**src/rtl/rw_burst_sequencer_pkg.sv**
```systemverilog
// Shared types for the read/write burst sequencer: FSM states and phase ordering.
package rw_seq_pkg;

  typedef enum logic [2:0] {
    IDLE = 3'd0,
    PH1  = 3'd1,
    GAPW = 3'd2,
    PH2  = 3'd3,
    FIN  = 3'd4
  } state_e;

  typedef enum logic {
    WR_FIRST = 1'b0,
    RD_FIRST = 1'b1
  } mode_e;

endpackage

```
**src/rtl/rw_burst_sequencer_if.sv**
```systemverilog
// Request/strobe bundle between a requester (master) and the burst sequencer (slave).
interface rw_burst_sequencer_if #(
  parameter int MAX_LEN = 16
);
  localparam int LEN_W = $clog2(MAX_LEN + 1);

  logic             start;
  logic             mode;
  logic [LEN_W-1:0] wr_len;
  logic [LEN_W-1:0] rd_len;
  logic             wr;
  logic             rd;
  logic             busy;
  logic             done;
  logic             err_drop;

  modport master (
    output start, mode, wr_len, rd_len,
    input  wr, rd, busy, done, err_drop
  );

  modport slave (
    input  start, mode, wr_len, rd_len,
    output wr, rd, busy, done, err_drop
  );
endinterface

```
**src/rtl/rw_burst_sequencer_rise_det.sv**
```systemverilog
// Registers the start level and flags its 0->1 transition.
module rise_det (
  input  logic clk,
  input  logic rst_n,
  input  logic i_d,
  output logic o_rise
);
  logic r_q;

  always_ff @(posedge clk) begin
    if (!rst_n) r_q <= 1'b0;
    else        r_q <= i_d;
  end

  // Cleared register during reset lets a level held across release count as an edge.
  assign o_rise = i_d & ~r_q;
endmodule

```
**src/rtl/rw_burst_sequencer.sv**
```systemverilog
// Two-phase burst sequencer: emits a run of write/read strobes, optional gap, then the other kind.
module rw_burst_sequencer
  import rw_seq_pkg::*;
#(
  parameter int MAX_LEN = 16,
  parameter int GAP     = 0
) (
  input logic              clk,
  input logic              rst_n,
  rw_burst_sequencer_if.slave bus
);
  localparam int LEN_W = $clog2(MAX_LEN + 1);
  localparam int GAP_W = (GAP > 0) ? $clog2(GAP + 1) : 1;

  state_e           r_state, w_state_next;
  mode_e            r_mode, w_mode_next;
  logic [LEN_W-1:0] r_cnt, w_cnt_next;
  logic [LEN_W-1:0] r_len2, w_len2_next;
  logic [GAP_W-1:0] r_gap, w_gap_next;
  logic             r_wr, r_rd, r_busy, r_done, r_err;
  logic             w_wr_next, w_rd_next, w_busy_next, w_done_next, w_err_next;
  logic             w_rise;
  logic [LEN_W-1:0] w_wl_clamp, w_rl_clamp, w_len1_new, w_len2_new;
  mode_e            w_mode_in;

  rise_det u_rise_det (
    .clk    (clk),
    .rst_n  (rst_n),
    .i_d    (bus.start),
    .o_rise (w_rise)
  );

  assign w_wl_clamp = (bus.wr_len > LEN_W'(MAX_LEN)) ? LEN_W'(MAX_LEN) : bus.wr_len;
  assign w_rl_clamp = (bus.rd_len > LEN_W'(MAX_LEN)) ? LEN_W'(MAX_LEN) : bus.rd_len;
  assign w_mode_in  = mode_e'(bus.mode);
  assign w_len1_new = (w_mode_in == WR_FIRST) ? w_wl_clamp : w_rl_clamp;
  assign w_len2_new = (w_mode_in == WR_FIRST) ? w_rl_clamp : w_wl_clamp;

  always_comb begin
    w_state_next = r_state;
    w_mode_next  = r_mode;
    w_cnt_next   = r_cnt;
    w_len2_next  = r_len2;
    w_gap_next   = r_gap;
    w_err_next   = w_rise && (r_state != IDLE);
    case (r_state)
      IDLE: begin
        if (w_rise) begin
          w_mode_next = w_mode_in;
          w_len2_next = w_len2_new;
          // Empty phase 1 goes straight to phase 2, bypassing the gap.
          if (w_len1_new != '0) begin
            w_state_next = PH1;
            w_cnt_next   = w_len1_new;
          end else if (w_len2_new != '0) begin
            w_state_next = PH2;
            w_cnt_next   = w_len2_new;
          end else begin
            w_state_next = FIN;
          end
        end
      end
      PH1: begin
        if (r_cnt > LEN_W'(1)) begin
          w_cnt_next = r_cnt - LEN_W'(1);
        end else begin
          w_cnt_next = '0;
          if (r_len2 == '0) begin
            w_state_next = FIN;
          end else if (GAP > 0) begin
            w_state_next = GAPW;
            w_gap_next   = GAP_W'(GAP);
          end else begin
            w_state_next = PH2;
            w_cnt_next   = r_len2;
          end
        end
      end
      GAPW: begin
        if (r_gap > GAP_W'(1)) begin
          w_gap_next = r_gap - GAP_W'(1);
        end else begin
          w_gap_next   = '0;
          w_state_next = PH2;
          w_cnt_next   = r_len2;
        end
      end
      PH2: begin
        if (r_cnt > LEN_W'(1)) begin
          w_cnt_next = r_cnt - LEN_W'(1);
        end else begin
          w_cnt_next   = '0;
          w_state_next = FIN;
        end
      end
      FIN:     w_state_next = IDLE;
      default: w_state_next = IDLE;
    endcase

    // Outputs are decoded from the next state so they leave the flops aligned with it.
    w_busy_next = (w_state_next != IDLE);
    w_done_next = (w_state_next == FIN);
    w_wr_next   = ((w_state_next == PH1) && (w_mode_next == WR_FIRST)) ||
                  ((w_state_next == PH2) && (w_mode_next == RD_FIRST));
    w_rd_next   = ((w_state_next == PH1) && (w_mode_next == RD_FIRST)) ||
                  ((w_state_next == PH2) && (w_mode_next == WR_FIRST));
  end

  always_ff @(posedge clk) begin
    if (!rst_n) begin
      r_state <= IDLE;
      r_mode  <= WR_FIRST;
      r_cnt   <= '0;
      r_len2  <= '0;
      r_gap   <= '0;
      r_wr    <= 1'b0;
      r_rd    <= 1'b0;
      r_busy  <= 1'b0;
      r_done  <= 1'b0;
      r_err   <= 1'b0;
    end else begin
      r_state <= w_state_next;
      r_mode  <= w_mode_next;
      r_cnt   <= w_cnt_next;
      r_len2  <= w_len2_next;
      r_gap   <= w_gap_next;
      r_wr    <= w_wr_next;
      r_rd    <= w_rd_next;
      r_busy  <= w_busy_next;
      r_done  <= w_done_next;
      r_err   <= w_err_next;
    end
  end

  assign bus.wr       = r_wr;
  assign bus.rd       = r_rd;
  assign bus.busy     = r_busy;
  assign bus.done     = r_done;
  assign bus.err_drop = r_err;
endmodule

```
**src/flat_wrapper.sv**
```systemverilog
// flat-port wrapper written by rule: the top's interface ports become plain ports
module rw_burst_sequencer_flat import rw_seq_pkg::*;
#(
  parameter int MAX_LEN = 16,
  parameter int GAP     = 0
)
  (clk, rst_n, bus_start, bus_mode, bus_wr_len, bus_rd_len, bus_wr, bus_rd, bus_busy, bus_done, bus_err_drop);
  rw_burst_sequencer_if #(.MAX_LEN(MAX_LEN)) bus_i ();
  input logic clk;
  input logic rst_n;
  input wire logic [$bits(bus_i.start)-1:0] bus_start;
  input wire logic [$bits(bus_i.mode)-1:0] bus_mode;
  input wire logic [$bits(bus_i.wr_len)-1:0] bus_wr_len;
  input wire logic [$bits(bus_i.rd_len)-1:0] bus_rd_len;
  output wire logic [$bits(bus_i.wr)-1:0] bus_wr;
  output wire logic [$bits(bus_i.rd)-1:0] bus_rd;
  output wire logic [$bits(bus_i.busy)-1:0] bus_busy;
  output wire logic [$bits(bus_i.done)-1:0] bus_done;
  output wire logic [$bits(bus_i.err_drop)-1:0] bus_err_drop;
  assign bus_i.start = bus_start;
  assign bus_i.mode = bus_mode;
  assign bus_i.wr_len = bus_wr_len;
  assign bus_i.rd_len = bus_rd_len;
  assign bus_wr = bus_i.wr;
  assign bus_rd = bus_i.rd;
  assign bus_busy = bus_i.busy;
  assign bus_done = bus_i.done;
  assign bus_err_drop = bus_i.err_drop;
  rw_burst_sequencer #(.MAX_LEN(MAX_LEN), .GAP(GAP)) u_core (.clk(clk), .rst_n(rst_n), .bus(bus_i));
endmodule
```
**config.mk**
```make
export PLATFORM = sky130hd
export DESIGN_NAME = rw_burst_sequencer_flat
export DESIGN_NICKNAME = d
export VERILOG_FILES = /design/src/rtl/rw_burst_sequencer_pkg.sv /design/src/rtl/rw_burst_sequencer_if.sv /design/src/rtl/rw_burst_sequencer_rise_det.sv /design/src/rtl/rw_burst_sequencer.sv /design/src/flat_wrapper.sv
export SDC_FILE = /design/constraint.sdc
export NUM_CORES = 1
export LEC_CHECK = 0
export BUFFER_PORTS_ARGS = -buffer_cell sky130_fd_sc_hd__clkbuf_2
export CORE_ASPECT_RATIO = 0.8
export CORE_MARGIN = 2
export CORE_UTILIZATION = 30
export CTS_BUF_LIST = sky130_fd_sc_hd__clkbuf_2 sky130_fd_sc_hd__clkbuf_4 sky130_fd_sc_hd__clkbuf_8
export CTS_CLUSTER_DIAMETER = 80
export DETAILED_ROUTE_END_ITERATION = 10
export HOLD_SLACK_MARGIN = 0.05
export SLEW_MARGIN = 20
export SYNTH_ARGS = -nofsm -noshare
export SYNTH_HDL_FRONTEND = slang
export SYNTH_SLANG_ARGS = --single-unit
```
**constraint.sdc**
```tcl
create_clock -name clk -period 4.2 [get_ports clk]
set_input_delay 0.21 -clock clk [delete_from_list [all_inputs] [get_ports clk]]
set_output_delay 0.21 -clock clk [all_outputs]
set_load 0.1 [all_outputs]
```
==> results of run 1 <==
-- cells by family (layout without fill, tap and decap cells) --
kind of cell | count (synthesis) | count (layout) | share of synthesized area (%)
AND/OR/NAND/NOR | 70 | 70 | 29.9
AO/OA/AOI/OAI | 43 | 43 | 24.7
flip-flops | 20 | 20 | 32.0
buffers and inverters | 15 | 29 | 5.29
multiplexers | 5 | 5 | 4.10
XOR/XNOR | 3 | 3 | 2.10
adder cells (fa/ha/maj) | 2 | 2 | 2.00
-- layout by cell type, fill, tap and decap left out, drive strengths merged, types with 2 or more instances in the layout --
cell type	Yosys	final
a211oi	2	2
a21o	2	2
a21oi	10	10
and2	3	3
clkbuf	4	21
dfxtp	20	20
ha	2	2
inv	7	7
mux2i	4	4
nand2	13	13
nand2b	6	6
nand3	2	2
nand3b	3	3
nor2	19	19
nor3	10	10
nor3b	7	7
nor4	2	2
o211a	2	2
o211ai	3	3
o21a	2	2
o21ai	6	6
o22ai	2	2
o311a	2	2
o32ai	3	3
xnor2	2	2
-- routing by layer --
metal	track usage [%]	vias up	part of all wire [%]	routed length [um]
li1	-	602	-	-
met1	19.8	543	55	1630
met2	19.6	31	40	1200
met3	3.61	2	4.7	140
met4	1.56	0	0.27	8
met5	0	-	0	0
-- worst max-delay path: stages (launching register included) --
cell and delay (ns):
dfxtp_1 0.36, nor2_1 0.37, nand3b_1 0.30, or3_1 0.40, o2111a_1 0.15, o31a_1 0.29
-- through the flow --
step                      power (mW)  hold slack (ns)
final                          0.990            0.157
after global routing            1.06            0.151
after CTS                      0.987            0.156
after detailed placement       0.792            0.428
after global placement         0.798            0.431
after floorplan                0.696            0.332
-- layout make-up --
cell class	count	area (um^2)	share of cell area, %
Tap cell	55	68.8	4.77
Clock buffer	3	41.3	2.86
Clock inverter	1	30.0	2.08
Timing Repair Buffer	18	90.1	6.24
Inverter	7	26.3	1.82
Multi-Input combinational cell	123	786	54.5
Sequential cell	20	400	27.8
-- flip-flops by register name, indices dropped and copies added, names as in the netlist --
| signal | flops |
|---|---|
| u_core.u_rise_det.r_q | 1 |
| u_core.bus.rd | 1 |
| u_core.bus.busy | 1 |
| u_core.r_cnt | 5 |
| u_core.r_len2 | 5 |
| u_core.r_mode | 1 |
| u_core.bus.err_drop | 1 |
| u_core.bus.done | 1 |
| u_core.bus.wr | 1 |
| u_core.r_state | 3 |
-- final timing paths --
kind,cells past startpoint,to,start,slack (ns)
min reg2reg,2,u_core.r_cnt[4]$_SDFFE_PN0P_,u_core.r_cnt[4]$_SDFFE_PN0P_,0.52
max,5,u_core.bus.rd$_SDFF_PN0_,u_core.r_state[0]$_SDFF_PN0_,2.22
max reg2reg,5,u_core.bus.rd$_SDFF_PN0_,u_core.r_state[0]$_SDFF_PN0_,2.22
min,2,u_core.u_rise_det.r_q$_SDFF_PN0_,bus_start,0.16
-- power breakdown --
group          switching (mW)  leakage [nW]  internal, mW  total [mW]
sequential             0.0519         0.164         0.246       0.298
combinational           0.337         0.404         0.161       0.498
clock                  0.0662        0.0357         0.127       0.194
total                   0.455         0.604         0.535       0.990
==> out/results.md, run 1 <==
| Quantity | Reported |
|---|---|
| Run status | finished, final reports clean |
| Later-pin clock latency in the skew report | 0.26 ns |
| Final critical delay including setup and external delays | 1.98 ns |
| Synth Net Count | 174 |
| Arrival time worst endpoint | 2.13 ns |
| Detailed placement HPWL | 2.27 mm |
| Count of nets left with antenna violations after detail routing | 0 |
| Num Clock Sinks | 20 |
| Area share of the leading cell type in the synthesized netlist | 32.0% |
| Library cell with the largest summed area after synthesis | dfxtp_1 |
| Number of global-route vias before repair | 1048 |
| Sum of overflow across all layers after global routing | 0 |
| Placeable core area | 3900 um^2 |
| Sequential element share of the synthesized area | 32.0% |
| Routability congestion estimate from global placement | 0.857 |
| Average cell area after synthesis | 7.93 um^2 |
| FILL cells | 438 |
| Routed via count divided by cell count | 5.19 |
| Count of input and output buffers | 18 |
| Global-route usage over all layers | 13.2% |
| Share of the clock period used by the worst path after layout | 47.1% |
| Setup repair after global routing missed its margin | false |
| Starting density of the core | 32.1% |
| TritonCTS clock tree | done |
| Worst min-delay path class | in2reg |
| Post-synthesis cell type count | 46 |
| Final Worst Setup Slack | 2.22 ns |
| Residual DRC count | 0 |
| Post-route cell area | 1440 um^2 |
| Largest voltage drop on the vdd net | 266 uV |
| Wire length of the first global-routing pass | 4.98 mm |
| Critical Path Source Type | register |
| Area grow syn2layout | 15.2% |
| Top post-synthesis cells by count | dfxtp_1 (20), nor2_1 (19), nand2_1 (13) |
| Data required time at the worst endpoint | 4.35 ns |
| Warnings, synthesis | 0 |
| Maximum buffer depth of the clock tree | 2 |
| Flop and latch count out of synthesis | 20 |
| Drt initial violations | 110 |
| Worst slew slack as a fraction of its limit | 64.0% |
| Standard-cell rows | 20 |
| Leakage power total | 0.604 nW |
| Slew of the pin with the lowest slew margin | 0.543 ns |
| Number of max-slew violations in the final report | 0 |
| Total of cells resized after clock tree synthesis | 0 |
| Post-CTS Setup Bufs | 0 |
| Number of iterations in the first detailed-routing pass | 4 |
| Most frequent cell after synthesis | dfxtp_1 |
| Fin Clk Skew | 0.00724 ns |
| Sort of element at the end of the critical path | register |
| Proportion of layout cells with a drive suffix above 1 | 16.3% |
| Die width | 76.2 um |
| Sum of negative setup slack | 0 ns |
| Async set or reset register ratio after synthesis | 0% |
| Clock input transition at the sequential cells of the worst setup and hold paths | 0.08 ns |
| Start-to-end type of the worst setup path | reg2reg |
| Maximum number of pins on one net before global-route repair | 20 |
| Power density cells | 686 nW/um^2 |
| Highest net fanout along the worst path | 7 |
| Clock buffer count from CTS | 3 |
| Maximum clock frequency | 505 MHz |
| Cell total after placement | 223 |
| DRT Wirelength | 2.98 mm |
| Cells after Synth | 158 |
| Final core utilization | 37.0% |
| Total of endpoints with negative setup slack in the final report | 0 |
| DR vias | 1178 |
| DP Area | 1370 um^2 |
| Die area | 4710 um^2 |
| Top post-synthesis cells by area | dfxtp_1 (32%), nor2_1 (5.7%), a21oi_1 (4.0%) |
| Vertical extent of the die | 61.8 um |
| Hold violation total from the final report | 0 |
| Dominant synthesized flop cell | dfxtp_1 |
| Routed wirelength normalized by instance count | 13.1 um |
| Number of buffers inserted by hold repair at cts | 0 |
| Post-route non-filler standard cell count | 227 |
| Antenna violations before repair | 0 |
| Boundary pin count | 19 |
| Syn Std Cell Area | 1250 um^2 |
| Antenna diode count | 0 |
| Worst setup slack before clock tree synthesis | 2.09 ns |
| Clock root buffer | clkbuf_8 |
| Number of H-tree branching levels | 1 |
| Number of nets at the end of the flow | 189 |
| Max-capacitance violation count | 0 |
| Number of flops mapped to enable cells by yosys | 0 |
(Power assumes the default switching activity.)
==> inputs of run 2 (changes only) <==
- ABC_AREA: not set -> 1
- clock period: 4.2 -> 1.8 ns (I/O delays scaled with it)
==> run 2 against run 1 <==
- utilization shrank 0.43 points
- first-iteration DRC count fell by 27%
- sequential cell count is the same
- critical path depth up 6
- setup slack worse by 2.0 ns
- via count rose by 22%
- synthesized cell count grew 41%
- global-route usage is 0.47 points higher
- die area up 12%
- worst hold slack got worse by 0.059 ns
- final area increased by 15%
- power grew to 2.9 times the previous value
- critical endpoint is now u_core.bus.wr$_SDFF_PN0_
- largest power group unchanged
==> out/results.md, run 2 <==
| Quantity | Reported | vs previous |
|---|---|---|
| Run status | finished, final reports clean |  |
| Data required time at the worst endpoint | 1.96 ns | -2.39 ns |
| Cell total after placement | 301 | +35% |
| Worst min-delay path class | in2reg |  |
| Number of H-tree branching levels | 1 | unchanged |
| Largest registers in the final layout | u_core.r_cnt (5), u_core.r_len2 (5), u_core.r_state (3) |  |
| Leakage power total | 0.817 nW | +35% |
| Number of max-slew violations in the final report | 0 | unchanged |
| Standard-cell rows | 22 | +10% |
| Clock buffer count from CTS | 3 | unchanged |
| Clock root buffer | clkbuf_8 |  |
| Slack of the worst reg-to-reg path | 0.21 ns | -2.01 ns |
| Global-route usage over all layers | 13.7% | +0.47 points |
| Async set or reset register ratio after synthesis | 0% | unchanged |
| Final critical delay including setup and external delays | 1.59 ns | -0.389 ns |
| Highest net fanout along the worst path | 9 | +2 |
| Number of global-route vias before repair | 1288 | +23% |
| Worst slew slack as a fraction of its limit | 63.9% | about the same |
| Maximum number of pins on one net before global-route repair | 13 | -35% |
| Average cell area after synthesis | 6.32 um^2 | -20% |
| Share of the clock period used by the worst path after layout | 88.3% | +41 points |
| Maximum clock frequency | 629 MHz | +24% |
| Slew of the pin with the lowest slew margin | 0.543 ns | +0.000659 ns |
| Sum of overflow across all layers after global routing | 0 | unchanged |
| Final core utilization | 36.5% | -0.43 points |
| Post-CTS Setup Bufs | 0 | unchanged |
| Critical Path Source Type | register |  |
| Wire length of the first global-routing pass | 5.63 mm | +13% |
| Die area | 5270 um^2 | +12% |
| Cell Chain, Critical Path | inv_1 -> ha_1 -> inv_1 -> nand2_1 -> nand2_2 -> nor2_1 -> o21ai_1 -> nor2_2 -> inv_2 -> nand2_1 -> nand2_1 |  |
| Cell family with the largest share of critical-path delay | simple AND/OR/NAND/NOR gates |  |
| Synth Net Count | 239 | +37% |
| Num Clock Sinks | 20 | unchanged |
| Syn Std Cell Area | 1410 um^2 | +13% |
| Placeable core area | 4540 um^2 | +16% |
| Dominant synthesized flop cell | dfxtp_1 |  |
| Max-capacitance violation count | 0 | unchanged |
| Sequential element share of the synthesized area | 28.4% | -3.6 points |
| Area share of the leading cell type in the synthesized netlist | 28.4% | -3.6 points |
| Clock input transition at the sequential cells of the worst setup and hold paths | 0.08 ns | about the same |
| Most frequent cell after synthesis | nand2_1 |  |
| Routability congestion estimate from global placement | 0.899 | +4.9% |
| Sort of element at the end of the critical path | register |  |
| Post-route non-filler standard cell count | 306 | +35% |
| Later-pin clock latency in the skew report | 0.26 ns | about the same |
| Die width | 80.7 um | +5.8% |
| Stage delay of the slowest cell on the critical path | 0.31 ns | -0.09 ns |
| Top post-synthesis cells by count | nand2_1 (58), inv_1 (27), nor2_1 (26) |  |
| Post-synthesis cell type count | 28 | -39% |
| Critical Path Slowest Stage Cell | dfxtp_1 |  |
| Cell type with the highest occurrence count on the critical path | nand2_1 |  |
| Flop and latch count out of synthesis | 20 | unchanged |
| Final Worst Setup Slack | 0.210 ns | -2.01 ns |
| Starting density of the core | 31.0% | -1.0 points |
| Routed via count divided by cell count | 4.71 | -9.2% |
| Sum of negative setup slack | 0 ns | unchanged |
| Most frequent cells in the layout | nand2_1 (58), inv_1 (27), nor2_1 (26) |  |
| DRT Wirelength | 3.30 mm | +11% |
| DR vias | 1442 | +22% |
| Warnings, synthesis | 0 | unchanged |
| Total of endpoints with negative setup slack in the final report | 0 | unchanged |
| Antenna diode count | 0 | unchanged |
| Total of cells resized after clock tree synthesis | 0 | unchanged |
| Drt initial violations | 80 | -27% |
| Overall power consumption | 2.87 mW | +190% |
| Combined buffer and inverter count along the critical path | 3 | +3 |
| Antenna violations before repair | 0 | unchanged |
| Start-to-end type of the worst setup path | reg2reg |  |
| Number of flops mapped to enable cells by yosys | 0 | unchanged |
| Detailed placement HPWL | 2.66 mm | +17% |
| Count of nets left with antenna violations after detail routing | 0 | unchanged |
| Worst setup slack before clock tree synthesis | 0.224 ns | -1.87 ns |
| Arrival time worst endpoint | 1.75 ns | -0.38 ns |
| Count of input and output buffers | 18 | unchanged |
| Number of nets at the end of the flow | 263 | +39% |
| Maximum buffer depth of the clock tree | 2 | unchanged |
| Number of iterations in the first detailed-routing pass | 5 | +1 |
| Top post-synthesis cells by area | dfxtp_1 (28%), nand2_1 (15%), inv_1 (7.2%) |  |
| TritonCTS clock tree | done |  |
| Cells after Synth | 223 | +41% |
| Number of buffers inserted by hold repair at cts | 1 | +1 |
| Power density cells | 1730 nW/um^2 | +150% |
| Setup repair after global routing missed its margin | false |  |
| Library cell with the largest summed area after synthesis | dfxtp_1 |  |
| Residual DRC count | 0 | unchanged |
| Most common cell after layout, fill and taps aside | nand2_1 |  |
| Vertical extent of the die | 65.3 um | +5.7% |
| Fin Clk Skew | 0.00503 ns | -0.00221 ns |
| Largest voltage drop on the vdd net | 911 uV | +240% |
| Routed wirelength normalized by instance count | 10.8 um | -18% |
| Hold violation total from the final report | 0 | unchanged |
| Area grow syn2layout | 17.7% |  |
| Boundary pin count | 19 | unchanged |
| Proportion of layout cells with a drive suffix above 1 | 22.0% | +5.7 points |
run 2: changes by cell type after synthesis, moves of 7 or more:
| cell | before | now |
|---|---|---|
| nand2_1 | 13 | 58 |
| inv_1 | 7 | 27 |
| nor2_1 | 19 | 26 |
| nor3_1 | 10 | 2 |
| nand2_2 | 0 | 7 |
| o21ai_1 | 0 | 7 |
| nand3_1 | 2 | 19 |
run 2: cell type report:
type,count,area [um^2]
Tap cell,60,75.1
Multi-Input combinational cell,168,870
Clock buffer,3,41.3
Sequential cell,20,400
Fill cell,495,2880
Clock inverter,1,30.0
Timing Repair Buffer,22,123
Inverter,32,120
run 2: kinds of logic after synthesis:
family	after synthesis	share of synthesized area, %
AND/OR/NAND/NOR	126	42.4
AO/OA/AOI/OAI	37	15.6
buffers and inverters	35	9.94
flip-flops	20	28.4
XOR/XNOR	3	1.86
adder cells (fa/ha/maj)	2	1.77
run 2: worst register-to-register path, cell delays in order (launching register included):
cell	delay (ns)
dfxtp_1	0.31
inv_1	0.09
ha_1	0.15
inv_1	0.03
nand2_1	0.11
nand2_2	0.14
nor2_1	0.20
o21ai_1	0.10
nor2_2	0.20
inv_2	0.05
nand2_1	0.05
nand2_1	0.05
run 2: worst paths after layout:
kind | cells after the start | to | from
setup / recovery | 11 | u_core.bus.wr$_SDFF_PN0_ | u_core.r_cnt[1]$_SDFFE_PN0P_
hold / removal | 3 | u_core.r_len2[1]$_SDFFE_PN0P_ | bus_rd_len[1]
setup reg to reg | 11 | u_core.bus.wr$_SDFF_PN0_ | u_core.r_cnt[1]$_SDFFE_PN0P_
hold reg to reg | 2 | u_core.r_cnt[1]$_SDFFE_PN0P_ | u_core.r_cnt[1]$_SDFFE_PN0P_
run 2: report_power, final:
group / switching (mW) / internal, mW
Sequential: 0.125 / 0.584
Combinational: 1.14 / 0.568
Clock: 0.159 / 0.297
Total: 1.43 / 1.45
run 2: per-layer routing:
metal | vias to the layer above | track usage, % | wire (um)
met5 | - | 0 | 0
met4 | 0 | 3.81 | 24
met3 | 2 | 2.88 | 149
met2 | 32 | 20.2 | 1340
met1 | 651 | 20.1 | 1780
li1 | 757 | - | -
run 2: stage by stage:
stage | instance area [um^2] | hold slack [ns]
floorplan | 1410 | 0.183
global placement | 1580 | 0.284
detailed placement | 1580 | 0.288
CTS | 1660 | 0.0920
global route | 1660 | 0.102
finish | 1660 | 0.0980
